===== src/rtl/seq_magnitude_comparator.sv =====
// Multi-cycle magnitude comparator: walks WIDTH-bit operands MSB slice first, CHUNK bits per clock.
// Optional two's-complement mode is enabled by defining SEQCMP_SIGNED_EN (adds the sgn port).
module seq_magnitude_comparator #(
  parameter int WIDTH = 16,
  parameter int CHUNK = 4
) (
  input  logic             clk,
  input  logic             rst_n,
  input  logic             start,
  input  logic [WIDTH-1:0] A,
  input  logic [WIDTH-1:0] B,
`ifdef SEQCMP_SIGNED_EN
  input  logic             sgn,
`endif
  output logic             busy,
  output logic             done,
  output logic             eq,
  output logic             gt,
  output logic             lt
);

  localparam int NCHUNK = WIDTH / CHUNK;
  localparam int IDXW   = (NCHUNK > 1) ? $clog2(NCHUNK) : 1;
  localparam logic [IDXW-1:0] TOP_IDX = IDXW'(NCHUNK - 1);

  typedef enum logic {IDLE, RUN} state_t;

  state_t           state;
  logic [IDXW-1:0]  idx;
  logic [WIDTH-1:0] a_q;
  logic [WIDTH-1:0] b_q;
  logic [CHUNK-1:0] a_slice;
  logic [CHUNK-1:0] b_slice;
  logic [WIDTH-1:0] flip;

`ifdef SEQCMP_SIGNED_EN
  // Inverting the sign bit of both operands maps two's complement order onto unsigned order.
  localparam logic [WIDTH-1:0] SIGN_MASK = WIDTH'(1) << (WIDTH - 1);
  assign flip = sgn ? SIGN_MASK : '0;
`else
  assign flip = '0;
`endif

  always_comb begin
    a_slice = a_q[int'(idx)*CHUNK +: CHUNK];
    b_slice = b_q[int'(idx)*CHUNK +: CHUNK];
  end

  always_ff @(posedge clk or negedge rst_n) begin
    if (!rst_n) begin
      state <= IDLE;
      idx   <= '0;
      a_q   <= '0;
      b_q   <= '0;
      busy  <= 1'b0;
      done  <= 1'b0;
      eq    <= 1'b0;
      gt    <= 1'b0;
      lt    <= 1'b0;
    end else begin
      done <= 1'b0;
      case (state)
        IDLE: begin
          if (start) begin
            a_q   <= A ^ flip;
            b_q   <= B ^ flip;
            eq    <= 1'b0;
            gt    <= 1'b0;
            lt    <= 1'b0;
            idx   <= TOP_IDX;
            busy  <= 1'b1;
            state <= RUN;
          end
        end
        RUN: begin
          if (a_slice != b_slice) begin
            gt    <= (a_slice > b_slice);
            lt    <= (a_slice < b_slice);
            done  <= 1'b1;
            busy  <= 1'b0;
            state <= IDLE;
          end else if (idx == '0) begin
            eq    <= 1'b1;
            done  <= 1'b1;
            busy  <= 1'b0;
            state <= IDLE;
          end else begin
            idx <= idx - 1'b1;
          end
        end
        default: begin
          busy  <= 1'b0;
          state <= IDLE;
        end
      endcase
    end
  end

endmodule


===== config.mk =====
export PLATFORM = sky130hd
export DESIGN_NAME = seq_magnitude_comparator
export DESIGN_NICKNAME = d
export VERILOG_FILES = /design/src/rtl/seq_magnitude_comparator.sv
export SDC_FILE = /design/constraint.sdc
export NUM_CORES = 1
export LEC_CHECK = 0
export CORE_UTILIZATION = 51
export CTS_BUF_LIST = sky130_fd_sc_hd__clkbuf_8
export DETAILED_ROUTE_END_ITERATION = 10
export GPL_ROUTABILITY_DRIVEN = 0
export PLACE_DENSITY_LB_ADDON = 0.3
export SLEW_MARGIN = 15
export SYNTH_ARGS = -nofsm -noshare
export SYNTH_HDL_FRONTEND = slang
export SYNTH_SLANG_ARGS = --single-unit

===== constraint.sdc =====
create_clock -name clk -period 3.82 [get_ports clk]
set_input_delay 0.764 -clock clk [delete_from_list [all_inputs] [get_ports clk]]
set_output_delay 0.764 -clock clk [all_outputs]
set_load 0.02 [all_outputs]

==> key figures <==
Placement
  – Post-placement cell area: roughly 0.0023 mm2
  – HPWL after detailed placement: 2623 um
  – IO Port Bufs: 39

Power
  – Total Power: between 1.5 and 2 mW
  – Pwr dens: approximately 760 mW/mm2
  – VDD IR max: between 300 and 400 uV
  – Leak: around 1.2 nW

Worst setup path
  – CP arrival: approximately 2600 ps
  – WP data required: approximately 4000 ps
  – CP max FO: 11
  – Type of origin of the critical path: flop
  – Type of the worst setup path: flop to flop
  – Critical Path End Type: flop

Detailed routing
  – ANT nets after route: 0
  – TritonRoute pass-1 iters: 4
  – Via count: ~1,400
  – DRC errors left: 0
  – Routed WL per cell: around 13 um
  – Final WL: ~3600 um
  – Initial drt markers: between 60 and 70
  – DR vias/cell: 5.032

Floorplanning
  – Cell Rows: 21
  – Die width: 62.97 um
  – DIE HEIGHT: roughly 63 um
  – Core Footprint: approximately 0.0034 mm2
  – Starting Density: about 55%
  – IO Pins: 40
  – Die area: between 0.003 and 0.004 mm2

Finish
  – Area Growth Syn to Fin: 25.15%
  – Fillcell total: 303
  – Layout cells sized above 1: ~6.4%
  – Post-route cell area: roughly 0.0024 mm2
  – # diodes: 0
  – Nets: 273

Timing
  – Setup TNS: 0 ps
  – Fin. Hold Viols: 0
  – Slew Limit Fails: 0
  – Max Fclk: between 400 and 500 MHz
  – Clock Skews: around 2.8 ps
  – Worst Tran Pin Value: ~860 ps
  – Hold WS: 475.3 ps
  – Final worst path period share: between 60% and 70%
  – Slew headroom: ~43%
  – Final min period: approximately 2400 ps
  – Endpoints failing setup: 0
  – RSZ-0062 raised after global routing: false

Clock network
  – TritonCTS clock tree: yes
  – Clock tree buffer depth: 2
  – H-tree Lvls: 2
  – Clk slew on worst S/H paths: 70 ps
  – Hold-fix buffers at CTS: 0
  – Post_cts resized: 0
  – Cts bufs inserted: 5
  – Clock Latency Late Sink: about 290 ps
  – Setup bufs post-CTS: 0
  – CTS Sinks: 40
  – Root buf cell: clkbuf_8

Synth
  – Synth Cell Area: between 0.0015 and 0.002 mm2
  – Yosys cell types: 22
  – Cells after Synth: around 200
  – Register area share after synthesis: between 50% and 60%
  – Syn_nets: around 240
  – Post-synthesis area per instance: around 9.7 um2
  – Post-synth ARST share: 100.0%
  – Number of synthesized flops with an enable pin: 0
  – Yosys warns: 0
  – Count of state elements after synthesis: 40
  – Top_reg_cell synth: dfrtp_1

Global route
  – Largest net degree at the start of global routing: 41
  – Global Route met1 Usage: approximately a quarter
  – Grt ovf: 0
  – Initial antenna violation count: 0
  – Met3 GRT Util: 5.474%
  – Met2 usage: about a third
  – Overall Global Routing Usage: between 20% and 30%
  – Global-route wire length before repair: 6334 um
  – Most Used Layer, Global Route: met2
  – Vias in the first global route: about 1,400

Run status
  – Status: finished, final reports clean

Hold path
  – HP Class: flop to flop

Job
  – Max Cap Viol: 0
area by class of cell:
class | instances | area, um2 | share of cell area [%]
Clock buffer | 6 | 82.58 | 3.481
Tap cell | 46 | 57.56 | 2.426
Multi-Input combinational cell | 136 | 789.5 | 33.28
Sequential cell | 40 | 1001 | 42.19
Inverter | 9 | 33.78 | 1.424
Clock inverter | 2 | 7.507 | 0.3165
Timing Repair Buffer | 41 | 400.4 | 16.88
cell families after synthesis:
group	after synthesis	share of synthesized area (%)
AND/OR/NAND/NOR	111	23.37
adder cells (fa/ha/maj)	5	3.300
buffers and inverters	20	5.676
AO/OA/AOI/OAI	11	3.696
multiplexers	8	10.69
XOR/XNOR	1	0.4621
flip-flops	40	52.81
final timing paths:
path                       cells past startpoint                  end  slack, ps           startpoint
setup reg to reg                               6       gt$_DFFE_PN0P_       1370   idx[0]$_DFFE_PN0P_
min in group asynchronous                      1       done$_DFF_PN0_        580                rst_n
hold / removal                                 2  a_q[11]$_DFFE_PN0P_        480  a_q[11]$_DFFE_PN0P_
hold reg to reg                                2  a_q[11]$_DFFE_PN0P_        480  a_q[11]$_DFFE_PN0P_
max in group asynchronous                      1  b_q[15]$_DFFE_PN0P_       2700                rst_n
setup / recovery                               6       gt$_DFFE_PN0P_       1370   idx[0]$_DFFE_PN0P_
routing by layer:
layer | share of wire [%] | wire [um]
met2 | 50 | 1794
met1 | 44 | 1592
met4 | 1.9 | 68
met3 | 4.3 | 156
met5 | 0 | 0
critical path: stages (launching register included):
cell     delay, ps
dfrtp_1        670
mux4_1         630
ha_1           350
nand4_2        180
nand2_1        140
and3_1         200
a31o_1         170
cell usage after synthesis (2+ instances only):
| cell type | count | area share [%] |
|---|---|---|
| dfrtp_1 | 40 | 53 |
| mux4_1 | 6 | 8.3 |
| nor2b_1 | 3 | 0.99 |
| a21oi_1 | 5 | 1.3 |
| o21ai_0 | 3 | 0.79 |
| ha_1 | 5 | 3.3 |
| nor2_1 | 3 | 0.59 |
| nand2_1 | 99 | 20 |
| buf_6 | 3 | 1.8 |
| mux4_2 | 2 | 2.4 |
| buf_2 | 8 | 2.1 |
| inv_1 | 9 | 1.8 |
state kept, by name (all words and copies together) (netlist names):
signal,flops
b_q,16
done,1
eq,1
state,1
lt,1
busy,1
gt,1
a_q,16
idx,2
power by group:
group | switching (mW) | internal, mW
Clock | 0.137 | 0.142
Sequential | 0.146 | 0.615
Combinational | 0.380 | 0.381
cells in the final DEF (no fill, tap or decap):
cell type,count
nor2b_2,1
a31oi_1,1
clkdlybuf4s50_1,38
nor2_2,1
a21oi_1,5
mux4_1,6
nand2b_1,1
nand4_2,1
a31o_1,1
nor2_1,3
xnor2_1,1
mux4_2,2
buf_2,1
clkbuf_8,6
and3_1,1
ha_1,5
inv_1,11
a2bb2oi_2,1
o21ai_0,3
nor3_1,1
nand2_1,99
nor2b_1,2
buf_4,2
dfrtp_1,40
nand3_1,1
per-stage QoR:
stage	cells	util, %	setup WS [ps]
4_1_cts	280	68.92	1373
3_3_place_gp	272	66.30	1348
6_report	280	68.92	1371
2_1_floorplan	196	-	1735
3_5_place_dp	272	66.30	1326
5_1_grt	280	68.92	1233
No activity file was read; power rests on OpenSTA's default activity.
